## config.mk

```make
export PLATFORM = sky130hd
export DESIGN_NAME = cam_sequencer
export DESIGN_NICKNAME = d
export VERILOG_FILES = /design/src/rtl/cam_sequencer.sv
export SDC_FILE = /design/constraint.sdc
export NUM_CORES = 1
export LEC_CHECK = 0
export BUFFER_PORTS_ARGS = -buffer_cell sky130_fd_sc_hd__buf_2
export CAP_MARGIN = 20
export CORE_ASPECT_RATIO = 2
export CORE_MARGIN = 2
export CORE_UTILIZATION = 50
export CTS_BUF_LIST = sky130_fd_sc_hd__clkbuf_2
export DETAILED_ROUTE_END_ITERATION = 7
export PLACE_DENSITY = 0.75
export SYNTH_ARGS = -nofsm -noshare
export SYNTH_HDL_FRONTEND = slang
export SYNTH_SLANG_ARGS = --single-unit
```

## constraint.sdc

```tcl
create_clock -name CLK -period 3.7 [get_ports CLK]
set_input_delay 0.555 -clock CLK [delete_from_list [all_inputs] [get_ports CLK]]
set_output_delay 0.555 -clock CLK [all_outputs]
set_load 0.01 [all_outputs]
```

## src/rtl/cam_sequencer.sv

```systemverilog
// Command front-end for the cam array: expands SEARCH / SELECT_FIRST / WRITE / READ into timed
// strobe sequences and returns the captured tags and read data over a valid/ready channel.
module cam_sequencer #(
    parameter int unsigned num_bits      = 2,
    parameter int unsigned num_cells     = 10,
    parameter int unsigned pulse_cycles  = 10,
    parameter int unsigned settle_cycles = 100
) (
    input  logic                           CLK,
    input  logic                           RST,
    input  logic                           cmd_valid,
    output logic                           cmd_ready,
    input  logic [1:0]                     cmd_op,
    input  logic [num_bits-1:0]            cmd_data,
    input  logic [num_bits-1:0]            cmd_mask,
    output logic                           rsp_valid,
    input  logic                           rsp_ready,
    output logic [num_cells-1:0]           rsp_tags,
    output logic [num_bits-1:0]            rsp_data,
    output logic                           rsp_any,
    output logic [$clog2(num_cells+1)-1:0] rsp_count,
    output logic [num_bits-1:0]            cam_comparand,
    output logic [num_bits-1:0]            cam_mask,
    output logic                           cam_set,
    output logic                           cam_perform_search,
    output logic                           cam_select_first,
    output logic [2*num_bits-1:0]          cam_write_lines,
    input  logic [num_cells-1:0]           cam_tag_wires,
    input  logic [num_bits-1:0]            cam_read_lines
);

    localparam int unsigned CountW   = $clog2(num_cells + 1);
    localparam int unsigned MaxPhase = (pulse_cycles > settle_cycles) ? pulse_cycles
                                                                      : settle_cycles;
    localparam int unsigned PhaseW   = $clog2(MaxPhase + 1);

    localparam logic [PhaseW-1:0] PulseLoad  = PhaseW'(pulse_cycles);
    localparam logic [PhaseW-1:0] SettleLoad = PhaseW'(settle_cycles);
    localparam logic [PhaseW-1:0] PhaseOne   = PhaseW'(1);

    localparam logic [1:0] OpSearch   = 2'b00;
    localparam logic [1:0] OpSelFirst = 2'b01;
    localparam logic [1:0] OpWrite    = 2'b10;

    typedef enum logic [3:0] {
        StIdle,
        StSet,
        StSetGap,
        StSrch,
        StSrchGap,
        StSel,
        StSelGap,
        StWr,
        StWrSettle,
        StRdWait,
        StResp
    } state_t;

    state_t            state;
    logic [PhaseW-1:0] phase_cnt;
    logic              phase_done;
    logic              capture;

    // Each masked bit becomes a one-hot pair: bit 2i drives a 1, bit 2i+1 drives a 0.
    function automatic logic [2*num_bits-1:0] encode_lines(input logic [num_bits-1:0] d,
                                                           input logic [num_bits-1:0] m);
        logic [2*num_bits-1:0] wl;
        wl = '0;
        for (int i = 0; i < num_bits; i++) begin
            wl[2*i]   = d[i] & m[i];
            wl[2*i+1] = ~d[i] & m[i];
        end
        return wl;
    endfunction

    assign phase_done = (phase_cnt == PhaseOne);
    assign capture    = phase_done && ((state == StSrchGap) || (state == StSelGap) ||
                                       (state == StWrSettle) || (state == StRdWait));
    assign cmd_ready  = (state == StIdle) && !RST;

    always_ff @(posedge CLK) begin
        if (RST) begin
            state              <= StIdle;
            phase_cnt          <= '0;
            cam_comparand      <= '0;
            cam_mask           <= '0;
            cam_set            <= 1'b0;
            cam_perform_search <= 1'b0;
            cam_select_first   <= 1'b0;
            cam_write_lines    <= '0;
            rsp_valid          <= 1'b0;
            rsp_tags           <= '0;
            rsp_data           <= '0;
        end else begin
            unique case (state)
                StIdle: begin
                    if (cmd_valid) begin
                        cam_comparand <= cmd_data;
                        cam_mask      <= cmd_mask;
                        phase_cnt     <= PulseLoad;
                        case (cmd_op)
                            OpSearch: begin
                                state   <= StSet;
                                cam_set <= 1'b1;
                            end
                            OpSelFirst: begin
                                state            <= StSel;
                                cam_select_first <= 1'b1;
                            end
                            OpWrite: begin
                                state           <= StWr;
                                cam_write_lines <= encode_lines(cmd_data, cmd_mask);
                            end
                            default: state <= StRdWait;
                        endcase
                    end
                end
                StSet: begin
                    if (phase_done) begin
                        state     <= StSetGap;
                        cam_set   <= 1'b0;
                        phase_cnt <= PulseLoad;
                    end else begin
                        phase_cnt <= phase_cnt - PhaseOne;
                    end
                end
                StSetGap: begin
                    if (phase_done) begin
                        state              <= StSrch;
                        cam_perform_search <= 1'b1;
                        phase_cnt          <= PulseLoad;
                    end else begin
                        phase_cnt <= phase_cnt - PhaseOne;
                    end
                end
                StSrch: begin
                    if (phase_done) begin
                        state              <= StSrchGap;
                        cam_perform_search <= 1'b0;
                        phase_cnt          <= PulseLoad;
                    end else begin
                        phase_cnt <= phase_cnt - PhaseOne;
                    end
                end
                StSel: begin
                    if (phase_done) begin
                        state            <= StSelGap;
                        cam_select_first <= 1'b0;
                        phase_cnt        <= PulseLoad;
                    end else begin
                        phase_cnt <= phase_cnt - PhaseOne;
                    end
                end
                StWr: begin
                    if (phase_done) begin
                        state           <= StWrSettle;
                        cam_write_lines <= '0;
                        phase_cnt       <= SettleLoad;
                    end else begin
                        phase_cnt <= phase_cnt - PhaseOne;
                    end
                end
                StSrchGap, StSelGap, StWrSettle, StRdWait: begin
                    if (!phase_done) begin
                        phase_cnt <= phase_cnt - PhaseOne;
                    end
                end
                StResp: begin
                    if (rsp_ready) begin
                        rsp_valid <= 1'b0;
                        state     <= StIdle;
                    end
                end
                default: state <= StIdle;
            endcase

            // Terminal quiet phase of every path samples the CAM and enters RESP.
            if (capture) begin
                state     <= StResp;
                rsp_valid <= 1'b1;
                rsp_tags  <= cam_tag_wires;
                rsp_data  <= (state == StRdWait) ? cam_read_lines : '0;
            end
        end
    end

    assign rsp_any = |rsp_tags;

    always_comb begin
        rsp_count = '0;
        for (int i = 0; i < num_cells; i++) begin
            rsp_count = rsp_count + CountW'(rsp_tags[i]);
        end
    end

endmodule

```

# [Word-level counts from Yosys, hierarchy flattened]
# Cells that the tools add are included.
[word_totals] elab_cells=121 out_inout_bits=30 ff_bits=35 in_bits=22
[classes] add_sub_neg=10 mux=32 bitwise=7 eq_ne=32 n_reduce_logical=28
[op_table] operator="$mux W4" n=11
[op_table] operator="$pmux W4 S8" n=1
[op_table] operator="$mux W7" n=4
[op_table] operator="$pmux W7 S4" n=1
[op_table] operator="$add A4 B1 Y4" n=6
[op_table] operator="$ne A3 B3 Y1 const B" n=7
[op_table] operator="$ne A2 B2 Y1 const B" n=9
[op_table] operator="$eq A4 B3 Y1 const B" n=4
[op_table] operator="$reduce_and A8 Y1" n=2
[op_table] operator="$eq A4 B4 Y1 const B" n=3
[op_table] operator="$pmux W4 S3" n=1
[op_table] operator="$reduce_and A4 Y1" n=3
[op_table] operator="$reduce_bool A2 Y1" n=6
[op_table] operator="$reduce_or A10 Y1" n=1
[op_table] operator="$mux W1" n=9
[op_table] operator="$eq A4 B2 Y1 const B" n=2
[op_table] operator="$pmux W4 S2" n=1
[op_table] operator="$reduce_or A4 Y1" n=2
[op_table] operator="$eq A7 B1 Y1 const B" n=1
[op_table] operator="$sub A7 B1 Y7 const B" n=1
[op_table] operator="$ne A2 B1 Y1 const B" n=3
[op_table] operator="$pmux W1 S2" n=3
[op_table] operator="$reduce_and A3 Y1" n=2
[op_table] operator="$add A3 B1 Y4" n=1
[op_table] operator="16 further kinds" n=25

# [Longest topological paths before layout]
# Gate-level depths: netlist (run 1).
[depth] ltp_word=9 depth_mapped=9 ltp_nobuf=9

# [Worst setup path before layout (run 1)]
# Ideal clock, no wire load.
[synth_timing] path_kind="reg2out" startpoint="register rsp_tags[0]" endpoint="output port rsp_count[2]" stages_incl_launch_ff=10 setup_slack_ns=0.403 required_ns=3.145 n_path_buf=0 arrival_time_ns=2.742 path_cell_list="dfxtp_1 > inv_1 > fa_1 > fa_1 > fa_1 > inv_1 > ha_1 > inv_1 > fa_1 > xor2_1"
[synth_via] elab_chain_cells=9
[synth_rtl] element="start: declaration" line_no="18" rtl="output logic [num_cells-1:0] rsp_tags,"
[synth_rtl] element="start signal: assignment" line_no="181" rtl="rsp_tags <= cam_tag_wires;"
[synth_rtl] element="$add A1 B1 Y2" line_no="192" rtl="rsp_count = rsp_count + CountW'(rsp_tags[i]);"
[synth_rtl] element="$add A2 B1 Y3" line_no="192"
[synth_rtl] element="$add A3 B1 Y4" line_no="192"
[synth_rtl] element="$add A4 B1 Y4 (6 in series)" line_no="192"
[synth_rtl] element="end: declaration" line_no="21" rtl="output logic [$clog2(num_cells+1)-1:0] rsp_count,"
# Every way passes these cells.

# [Worst setup path in the final report (run 1)]
[layout_timing] startpoint="register rsp_tags[3]" endpoint="output port rsp_count[1]"
[layout_via] elab_chain_cells=7
[layout_rtl] element="$add A3 B1 Y4" line_no="192"
[layout_rtl] element="$add A4 B1 Y4 (6 in series)" line_no="192"
# Every way passes these cells.

==> metrics.cfg, run 1 <==
[pwr]
power.switching_mw = 0.786
comb_power_share = 0.512
swShare = 0.454
p_int_mw = 0.945
power.density_nw_per_um2 = 685
leakagePower_nw = 1.08
seqPwrFrac = 0.340
vdd_drop_max_v = 0.000439
p_clk_frac = 0.148
power_mw = 1.73

[floorplanning]
die_area_um2 = 4880
std_cell_rows = 33
die_height_um = 96.8
ios = 52
die_w_um = 50.4
initial_utilization = 0.522
core_area_um2 = 4130

[sta]
min_period_over_period = 1.04
setup-violations-final = 2
tightest_slew_ns = 0.707
fmax_mhz = 259
fin_skew_ns = 0.0101
fin_ws_ns = -0.165
max_slew_margin = 0.528
rsz0062_at_grt = true
period_minus_slack_ns = 3.86
hold_violations = 0
maxSlewViolCount = 0

[yosys]
post_synth.cell_area_avg_um2 = 7.75
yosys_warnings = 0
synth_cell_types = 53
ys.flop_type = dfxtp_1
ys_ff_latch = 35
ys_seq_area_frac = 0.325
syn-cell-area_um2 = 2150
synthCells = 278
syn-num-nets = 316
synthArstFlopShare = 0
synth_edf_count = 0

[critical_path]
crit_arrival_ns = 3.31
ff2ff_path_depth = 7
crit_fanout = 3
reg2reg_to = phase_cnt[3]
end_kind = primary output
crit_type = reg -> out
required_ns = 3.14
start_kind = flop
reg2reg_from = phase_cnt[1]
r2r_slack_ns = 1.33

[hold_path]
hold_end = rsp_tags[5]
hold_path_class = in -> reg
hold_start = cam_tag_wires[5]
holdPathStages = 3

[final_layout]
nets = 361
syn2layout_area_growth_pct = 17.4
diodes = 0
multi_input_area_um2 = 1330
fillers = 412
final_common_cell = buf_2
final_cell_mix = buf_2, nand2_1, a21oi_1
final_cells = 376
regArea_um2 = 709
postLayoutCellArea_um2 = 2530
drive_gt1_frac = 0.250

[route]
drt-total-wl_um = 5650
num_vias = 2145
dr.pass1.iters = 5
remaining_drc_errors = 0
drtIter0Drc = 52
wl_per_cell_um = 15.0
antenna_left = 0
via_per_inst = 5.70

[clocking]
clock_latency_ns = 0.41
cts_made_buffers = 5
cts_sinks = 35
clkSlewWorstSetupHoldPaths_ns = 0.19
cts_max_path_buffers = 2
holdBufCountCts = 0
cts.htree.levels = 2
cts-root-buf = clkbuf_2
cts_tree = built

[placed_design]
place_ws_ns = 0.237
dpl.cell_count = 366
port_buffers = 51
dpl.hpwl_um = 4210
placedInstanceArea_um2 = 2430
place_congestion = 0.828

[outcome]
status = finished with violations
violations = setup timing

[global_route]
grt_max_degree = 39
gr-total-overflow = 0
grt_pass1_wl_um = 9310
antenna_found_initial = 0
grt_pass1_vias = 2100
track_usage = 0.243

[job]
maxCapViolCount = 0

==> worst max-delay path by stage <==
stage	startpoint	to	slack [ns]	cells past startpoint
2_1_floorplan	rsp_tags[0]	rsp_count[2]	0.40	9
4_1_cts	rsp_tags[9]	rsp_count[1]	-0.18	10
3_5_place_dp	rsp_tags[1]	rsp_count[2]	0.24	10
3_3_place_gp	rsp_tags[0]	rsp_count[2]	0.32	10
6_report	rsp_tags[3]	rsp_count[1]	-0.16	10
5_1_grt	rsp_tags[3]	rsp_count[1]	-0.27	10
==> timing repair <==
action,4_1_cts,5_1_grt
endpoints found under the setup margin,2,3
resized for setup,8,3
buffers inserted,2,0
pin swaps,4,4
endpoints found under the hold margin,0,0
==> worst max-delay path, cell delays in order, from the launching register on <==
cell,delay (ns)
dfxtp_2,0.38
inv_2,0.05
fa_1,0.52
fa_1,0.57
fa_1,0.42
inv_1,0.07
ha_2,0.18
inv_2,0.04
fa_2,0.51
inv_1,0.04
buf_2,0.12
==> cell families after synthesis <==
| logic type | share of synthesized area |
|---|---|
| compound gates | 0.213 |
| xor+xnor | 0.0122 |
| mux | 0.0139 |
| flops | 0.325 |
| buf+inv | 0.0633 |
| fa+ha+maj | 0.114 |
| simple gates | 0.259 |
==> through the flow <==
stage / setup TNS, ns / utilization / hold slack [ns]
2_1_floorplan: 0 / - / 0.467
3_3_place_gp: 0 / 0.588 / 0.441
3_5_place_dp: 0 / 0.588 / 0.444
4_1_cts: -0.318 / 0.612 / 0.350
5_1_grt: -0.520 / 0.612 / 0.347
6_report: -0.295 / 0.612 / 0.354
==> flip-flops by register name, summed over array words and instances, names as in the netlist <==
| register | cells |
|---|---|
| phase_cnt | 7 |
| cam_comparand | 2 |
| state | 4 |
| rsp_data | 2 |
| rsp_valid | 1 |
| cam_select_first | 1 |
| cam_perform_search | 1 |
| cam_write_lines | 4 |
| rsp_tags | 10 |
| cam_set | 1 |
| cam_mask | 2 |
==> synthesized netlist by cell type, types with 2 or more instances <==
cell type  count  share of area
nand3_1       11          0.026
o21a_1         2         0.0070
a31oi_1        2         0.0058
clkbuf_1      16          0.028
nor2_1        20          0.035
or2_2          2         0.0058
or3_1          2         0.0058
a311oi_1       3          0.012
nand4b_1       2         0.0081
nand2_1       42          0.073
inv_1         18          0.031
nor4_1         3         0.0087
fa_1           6          0.056
a221oi_1       2         0.0081
a21o_1         2         0.0070
o21ai_0        9          0.021
dfxtp_1       35           0.33
a211oi_1       2         0.0070
o21bai_1       3          0.010
nand2b_1       3         0.0087
ha_1          10          0.058
a21oi_1       37          0.086
nand4_1        6          0.017
nor3_1         5          0.012
nor2b_1        4          0.012
mux2i_1        3          0.014
xor2_1         2         0.0081
==> layer usage <==
metal / global-route usage / wire [µm] / up-vias / share of wire
met5: 0 / 0 / - / 0
met4: 0.121 / 153 / 0 / 0.027
met3: 0.0448 / 205 / 11 / 0.036
met2: 0.467 / 3250 / 55 / 0.58
met1: 0.232 / 2040 / 1015 / 0.36
li1: - / - / 1064 / -
==> area by class of cell <==
type / count / area share
multi-input combinational: 207 / 0.524
tap: 52 / 0.0257
timing repair buffer: 56 / 0.116
clock buffer: 5 / 0.00990
clock inverter: 3 / 0.0173
sequential: 35 / 0.281
inverter: 18 / 0.0267
==> power by group through the flow <==
stage          clock (mW)  sequential, mW  combinational, mW
2_1_floorplan           0           0.511              0.737
3_3_place_gp            0           0.590              0.866
3_5_place_dp            0           0.592              0.876
4_1_cts             0.260           0.583              0.885
5_1_grt             0.275           0.604              0.988
6_report            0.257           0.588              0.887
Note: power is estimated with default switching activity, not from simulation.
==> inputs of run 2 (changes only) <==
==> config.mk (replaced) <==
export PLATFORM = sky130hd
export DESIGN_NAME = cam_sequencer
export DESIGN_NICKNAME = d
export VERILOG_FILES = /design/src/rtl/cam_sequencer.sv
export SDC_FILE = /design/constraint.sdc
export NUM_CORES = 1
export LEC_CHECK = 0
export BUFFER_PORTS_ARGS = -buffer_cell sky130_fd_sc_hd__clkbuf_2
export CAP_MARGIN = 20
export CORE_MARGIN = 2
export CORE_UTILIZATION = 50
export CTS_BUF_LIST = sky130_fd_sc_hd__clkbuf_2
export DETAILED_ROUTE_END_ITERATION = 7
export PLACE_DENSITY = 0.75
export REMOVE_ABC_BUFFERS = 1
export SYNTH_ARGS = -nofsm -noshare
export SYNTH_HDL_FRONTEND = slang
export SYNTH_SLANG_ARGS = --single-unit
==> run 2 against run 1 <==
Largest power group unchanged; critical path depth is the same; maximum frequency increased by 2.5%; cell count increased by 0.27%; first-iteration DRC count grew to 2.6 times the previous value; the flow still finishes with violations (setup timing); sequential cell count stayed put; hold slack gained 0.0016 ns; die area down 0.65%; non-clock buffer count up 3; sequential power shrank 1%; worst setup slack gained 0.095 ns.
==> metrics.cfg, run 2 (synthesized netlist as in run 1, its figures left out) <==
[outcome]
status = finished with violations
violations = setup timing

[placed_design]
place_ws_ns = 0.292  ; +0.0551 ns
place_congestion = 0.840  ; +1.5%
port_buffers = 51  ; unchanged
dpl.hpwl_um = 3780  ; -10%

[global_route]
grt_pass1_wl_um = 8860  ; -4.8%
antenna_found_initial = 0  ; unchanged
track_usage = 0.224  ; -0.0192
grt_max_degree = 38  ; -2.6%
grt_pass1_vias = 1950  ; -7.1%
gr-total-overflow = 0  ; unchanged

[final_layout]
top_register = rsp_tags
diodes = 0  ; unchanged
largest_reg_flops = 10  ; unchanged
final_common_cell = clkbuf_2
drive_gt1_frac = 0.254  ; +0.00382
syn2layout_area_growth_pct = 16.9
final_cell_mix = clkbuf_2, nand2_1, a21oi_1
top_regs = rsp_tags: 10 flops, phase_cnt: 7 flops
nets = 364  ; +0.83%
utilization = 0.616  ; +0.00393

[floorplanning]
die_area_um2 = 4850  ; -0.65%
core_area_um2 = 4090  ; -1.0%
die_w_um = 69.6  ; +38%
initial_utilization = 0.527  ; +0.00543
ios = 52  ; unchanged
die_height_um = 69.6  ; -28%
std_cell_rows = 23  ; -30%

[pwr]
leakagePower_nw = 1.06  ; -1.8%
power_mw = 1.64  ; -5.0%
power.density_nw_per_um2 = 653  ; -4.7%
vdd_drop_max_v = 0.000422  ; -4.0%

[clocking]
cts_sinks = 35  ; unchanged
cts.htree.levels = 2  ; unchanged
cts_max_path_buffers = 2  ; unchanged
cts_made_buffers = 5  ; unchanged
holdBufCountCts = 0  ; unchanged
clock_latency_ns = 0.38  ; -0.03 ns
clkSlewWorstSetupHoldPaths_ns = 0.18  ; about the same
cts_tree = built
cts-root-buf = clkbuf_2

[sta]
rsz0062_at_grt = true
min_period_over_period = 1.02  ; -0.0256
hold_violations = 0  ; unchanged
fmax_mhz = 265  ; +2.5%
fin_skew_ns = 0.0110  ; +0.000864 ns
max_slew_margin = 0.483  ; -0.0447
setup-violations-final = 2  ; unchanged
maxSlewViolCount = 0  ; unchanged
holdWs_ns = 0.355  ; +0.00157 ns
period_minus_slack_ns = 3.77  ; -0.0949 ns
tightest_slew_ns = 0.764  ; +0.0573 ns
fin_ws_ns = -0.0701  ; +0.0949 ns

[route]
remaining_drc_errors = 0  ; unchanged
antenna_left = 0  ; unchanged
via_per_inst = 5.64  ; -1.1%
wl_per_cell_um = 14.0  ; -6.7%
dr.pass1.iters = 5  ; unchanged
drtIter0Drc = 136  ; +160%
drt-total-wl_um = 5280  ; -6.5%
num_vias = 2127  ; -0.84%

[hold_path]
hold_path_class = in -> reg

[critical_path]
crit_arrival_ns = 3.22  ; -0.09 ns
end_kind = primary output
required_ns = 3.14  ; about the same
crit_type = reg -> out
crit_fanout = 2  ; -1
start_kind = flop

[job]
maxCapViolCount = 0  ; unchanged

run 2: changes by cell type in the layout (fill, tap and decap cells not counted):
| cell | previous run | this run |
|---|---|---|
| buf_2 | 51 | 1 |
| clkbuf_2 | 5 | 56 |
| buf_4 | 5 | 8 |
| a21oi_2 | 0 | 1 |
| dfxtp_2 | 4 | 5 |
| clkinv_2 | 1 | 0 |
| bufinv_16 | 1 | 0 |
| a21oi_1 | 37 | 36 |
| clkinv_1 | 0 | 2 |
| clkinv_4 | 1 | 0 |
| dfxtp_4 | 1 | 0 |
run 2: worst max-delay path: stages, from the launching register on:
cell and delay (ns):
dfxtp_2 0.37, fa_1 0.55, inv_2 0.04, fa_1 0.52, fa_1 0.42, inv_1 0.07, ha_2 0.17, inv_2 0.04
fa_2 0.50, inv_1 0.04, clkbuf_2 0.11
run 2: metal layers:
metal  GRT usage  vias to the layer above  share of wire
li1            -                     1067              -
met1       0.296                      986           0.46
met2       0.364                       69           0.48
met3      0.0509                        5          0.057
met4      0.0726                        0          0.011
met5           0                        -              0
run 2: final timing paths:
path	from	end	slack, ns	depth (start not counted)
worst max-delay path	rsp_tags[5]	rsp_count[1]	-0.07	10
worst min-delay path	cam_tag_wires[1]	rsp_tags[1]	0.36	3
worst max register to register	phase_cnt[1]	state[3]	1.03	7
worst min register to register	cam_write_lines[1]	cam_write_lines[1]	0.47	2
run 2: layout make-up:
| type | instances | area (µm²) |
|---|---|---|
| fillers | 396 | 1570 |
| multi-input cells | 207 | 1330 |
| flip-flops and latches | 35 | 707 |
| repair buffers | 59 | 315 |
| inverters | 18 | 67.6 |
| well taps | 50 | 62.6 |
| clock buffers | 6 | 30.0 |
| clock inverters | 2 | 7.51 |
run 2: through the flow:
stage               instances  setup TNS, ns  instance area [µm²]
floorplan                 260              0                 2090
global placement          364              0                 2430
detailed placement        364              0                 2430
CTS                       375         -0.135                 2490
global route              377         -0.375                 2520
finish                    377        -0.0905                 2520
run 2: report_power, final:
group	total (mW)	leakage (nW)	switching, mW	internal, mW
Combinational	0.886	0.742	0.508	0.378
Sequential	0.582	0.287	0.133	0.450
Clock	0.175	0.0281	0.130	0.0455
run 2: repair_timing:
item	in CTS	in global routing
pin swaps	3	1
gates resized for setup	5	7
setup buffers	3	2
endpoints found under the setup margin	2	3
==> inputs of run 3 (changes only) <==
--- a/config.mk
+++ b/config.mk
@@ -11,7 +11,7 @@
 export CORE_UTILIZATION = 50
 export CTS_BUF_LIST = sky130_fd_sc_hd__clkbuf_2
 export DETAILED_ROUTE_END_ITERATION = 7
-export PLACE_DENSITY = 0.75
+export PLACE_DENSITY = 0.74
 export REMOVE_ABC_BUFFERS = 1
 export SYNTH_ARGS = -nofsm -noshare
 export SYNTH_HDL_FRONTEND = slang
==> run 3 against run 2 <==
The run still ends with setup timing left; sequential power is essentially flat; clock skew is 0.0058 ns lower; count of clock-buffer cells in the layout shrank 1; non-clock buffer count down 3; via count rose by 0.33%; die area unchanged; critical path type unchanged; largest power group unchanged.
==> metrics.cfg, run 3 (synthesized netlist as in run 1, its figures left out) <==
[final_layout]
largest_reg_flops = 10  ; unchanged
final_cell_mix = clkbuf_2, nand2_1, a21oi_1
diodes = 0  ; unchanged
final_common_cell = clkbuf_2
syn2layout_area_growth_pct = 16.8  ; about the same
postLayoutCellArea_um2 = 2520  ; about the same
nets = 361  ; -0.82%
drive_gt1_frac = 0.241  ; -0.0131
utilization = 0.616  ; about the same
top_register = rsp_tags
top_regs = rsp_tags: 10 flops, phase_cnt: 7 flops

[floorplanning]
die_w_um = 69.6  ; unchanged
initial_utilization = 0.527  ; unchanged
ios = 52  ; unchanged
die_height_um = 69.6  ; unchanged
core_area_um2 = 4090  ; unchanged
die_area_um2 = 4850  ; unchanged
std_cell_rows = 23  ; unchanged

[critical_path]
reg2reg_to = state[3]
crit_type = reg -> out
crit_end = rsp_count[1]
reg2reg_from = phase_cnt[1]
crit_fanout = 2  ; unchanged
critical_path.max_stage_delay_ns = 0.53  ; -0.02 ns
cp_slowest_cell = fa_1
path_depth = 10  ; unchanged
end_kind = primary output
r2r_slack_ns = 0.92  ; -0.11 ns
ff2ff_path_depth = 7  ; unchanged
cp_cell_sequence = fa_1 -> inv_1 -> fa_1 -> fa_1 -> inv_1 -> ha_2 -> inv_2 -> fa_2 -> inv_1 -> clkbuf_2
cp-startpoint = rsp_tags[5]
required_ns = 3.14  ; about the same
critPathTopFamily = adder cells
crit_buf_inv = 5  ; unchanged
start_kind = flop
crit_arrival_ns = 3.18  ; -0.04 ns

[route]
dr_wl_met3_um = 318  ; +5.0%
via_per_inst = 5.71  ; +1.1%
drtIter0Drc = 116  ; -15%
antenna_left = 0  ; unchanged
drt-total-wl_um = 5100  ; -3.4%
dr.pass1.iters = 4  ; -1
wl_met1_um = 2390  ; -0.87%
highest_layer = met4
remaining_drc_errors = 0  ; unchanged
num_vias = 2134  ; +0.33%
met2_length_um = 2350  ; -6.5%
wl_per_cell_um = 13.6  ; -2.6%

[hold_path]
holdPathStages = 3  ; unchanged
hold_path_class = in -> reg

[clocking]
cts_sinks = 35  ; unchanged
clkSlewWorstSetupHoldPaths_ns = 0.18  ; about the same
cts.htree.levels = 2  ; unchanged
holdBufCountCts = 0  ; unchanged
cts_max_path_buffers = 2  ; unchanged
cts_made_buffers = 5  ; unchanged
clock_latency_ns = 0.38  ; about the same
cts-root-buf = clkbuf_2
cts_tree = built

[placed_design]
dpl.hpwl_um = 3720  ; -1.8%
place_ws_ns = 0.313  ; +0.0204 ns
placedInstanceArea_um2 = 2420  ; -0.31%
place_congestion = 0.893  ; +6.3%
port_buffers = 51  ; unchanged

[sta]
setup-violations-final = 1  ; -1
maxSlewViolCount = 0  ; unchanged
min_period_over_period = 1.01  ; -0.0102
period_minus_slack_ns = 3.73  ; -0.0376 ns
rsz0062_at_grt = true
setup_tns_ns = -0.0325  ; +0.0580 ns
hold_violations = 0  ; unchanged
fmax_mhz = 268  ; +1.0%
fin_skew_ns = 0.00520  ; -0.00578 ns
tightest_slew_ns = 0.868  ; +0.104 ns
fin_ws_ns = -0.0325  ; +0.0376 ns
max_slew_margin = 0.413  ; -0.0700

[pwr]
power.density_nw_per_um2 = 677  ; +3.7%
power_mw = 1.70  ; +3.6%
vdd_drop_max_v = 0.000370  ; -12%
leakagePower_nw = 1.05  ; -0.52%

[global_route]
track_usage = 0.218  ; -0.00635
grt_pass1_vias = 1840  ; -5.6%
grt_max_degree = 39  ; +2.6%
grt_pass1_wl_um = 8690  ; -1.9%
antenna_found_initial = 0  ; unchanged
gr-total-overflow = 0  ; unchanged

[outcome]
status = finished with violations
violations = setup timing

[job]
maxCapViolCount = 0  ; unchanged

run 3: layer usage:
| layer | GRT usage | vias to the layer above |
|---|---|---|
| met5 | 0 | - |
| met4 | 0.0513 | 0 |
| met3 | 0.0465 | 6 |
| met1 | 0.300 | 989 |
| li1 | - | 1061 |
| met2 | 0.351 | 78 |
run 3: worst min-delay path by stage:
| stage | startpoint | endpoint |
|---|---|---|
| after floorplan | phase_cnt[6] | phase_cnt[6] |
| after global placement | cam_write_lines[3] | cam_write_lines[3] |
| after detailed placement | cam_write_lines[2] | cam_write_lines[2] |
| after CTS | cam_tag_wires[5] | rsp_tags[5] |
| after global routing | cam_tag_wires[4] | rsp_tags[4] |
| final | cam_tag_wires[1] | rsp_tags[1] |
run 3: power breakdown:
group	internal, mW	switching [mW]	leakage [nW]	total [mW]
combinational	0.376	0.499	0.724	0.875
clock	0.111	0.132	0.0404	0.244
sequential	0.449	0.135	0.287	0.584
run 3: cell type report:
type	instances	area, µm²
Multi-Input combinational cell	207	1320
Sequential cell	35	708
Clock inverter	3	38.8
Fill cell	386	1570
Inverter	18	67.6
Tap cell	50	62.6
Timing Repair Buffer	56	293
Clock buffer	5	25.0
run 3: worst register-to-register path: cells and delay by family, from the launching register on:
kind	cells	cell delay (ns)
AND/OR/NAND/NOR	4	1.83
adder cells (fa/ha/maj)	1	0.17
flip-flops	1	0.34
buffers and inverters	1	0.09
AO/OA/AOI/OAI	1	0.20
run 3: stage by stage:
step | std cells | hold slack, ns
2_1_floorplan | 260 | 0.461
3_3_place_gp | 363 | 0.443
3_5_place_dp | 363 | 0.449
4_1_cts | 374 | 0.350
5_1_grt | 374 | 0.345
6_report | 374 | 0.361
run 3: timing repair:
action | in CTS | in global routing
setup endpoints to repair | 2 | 2
resized for setup | 7 | 3
pin swaps | 2 | 0
buffers inserted | 3 | 0
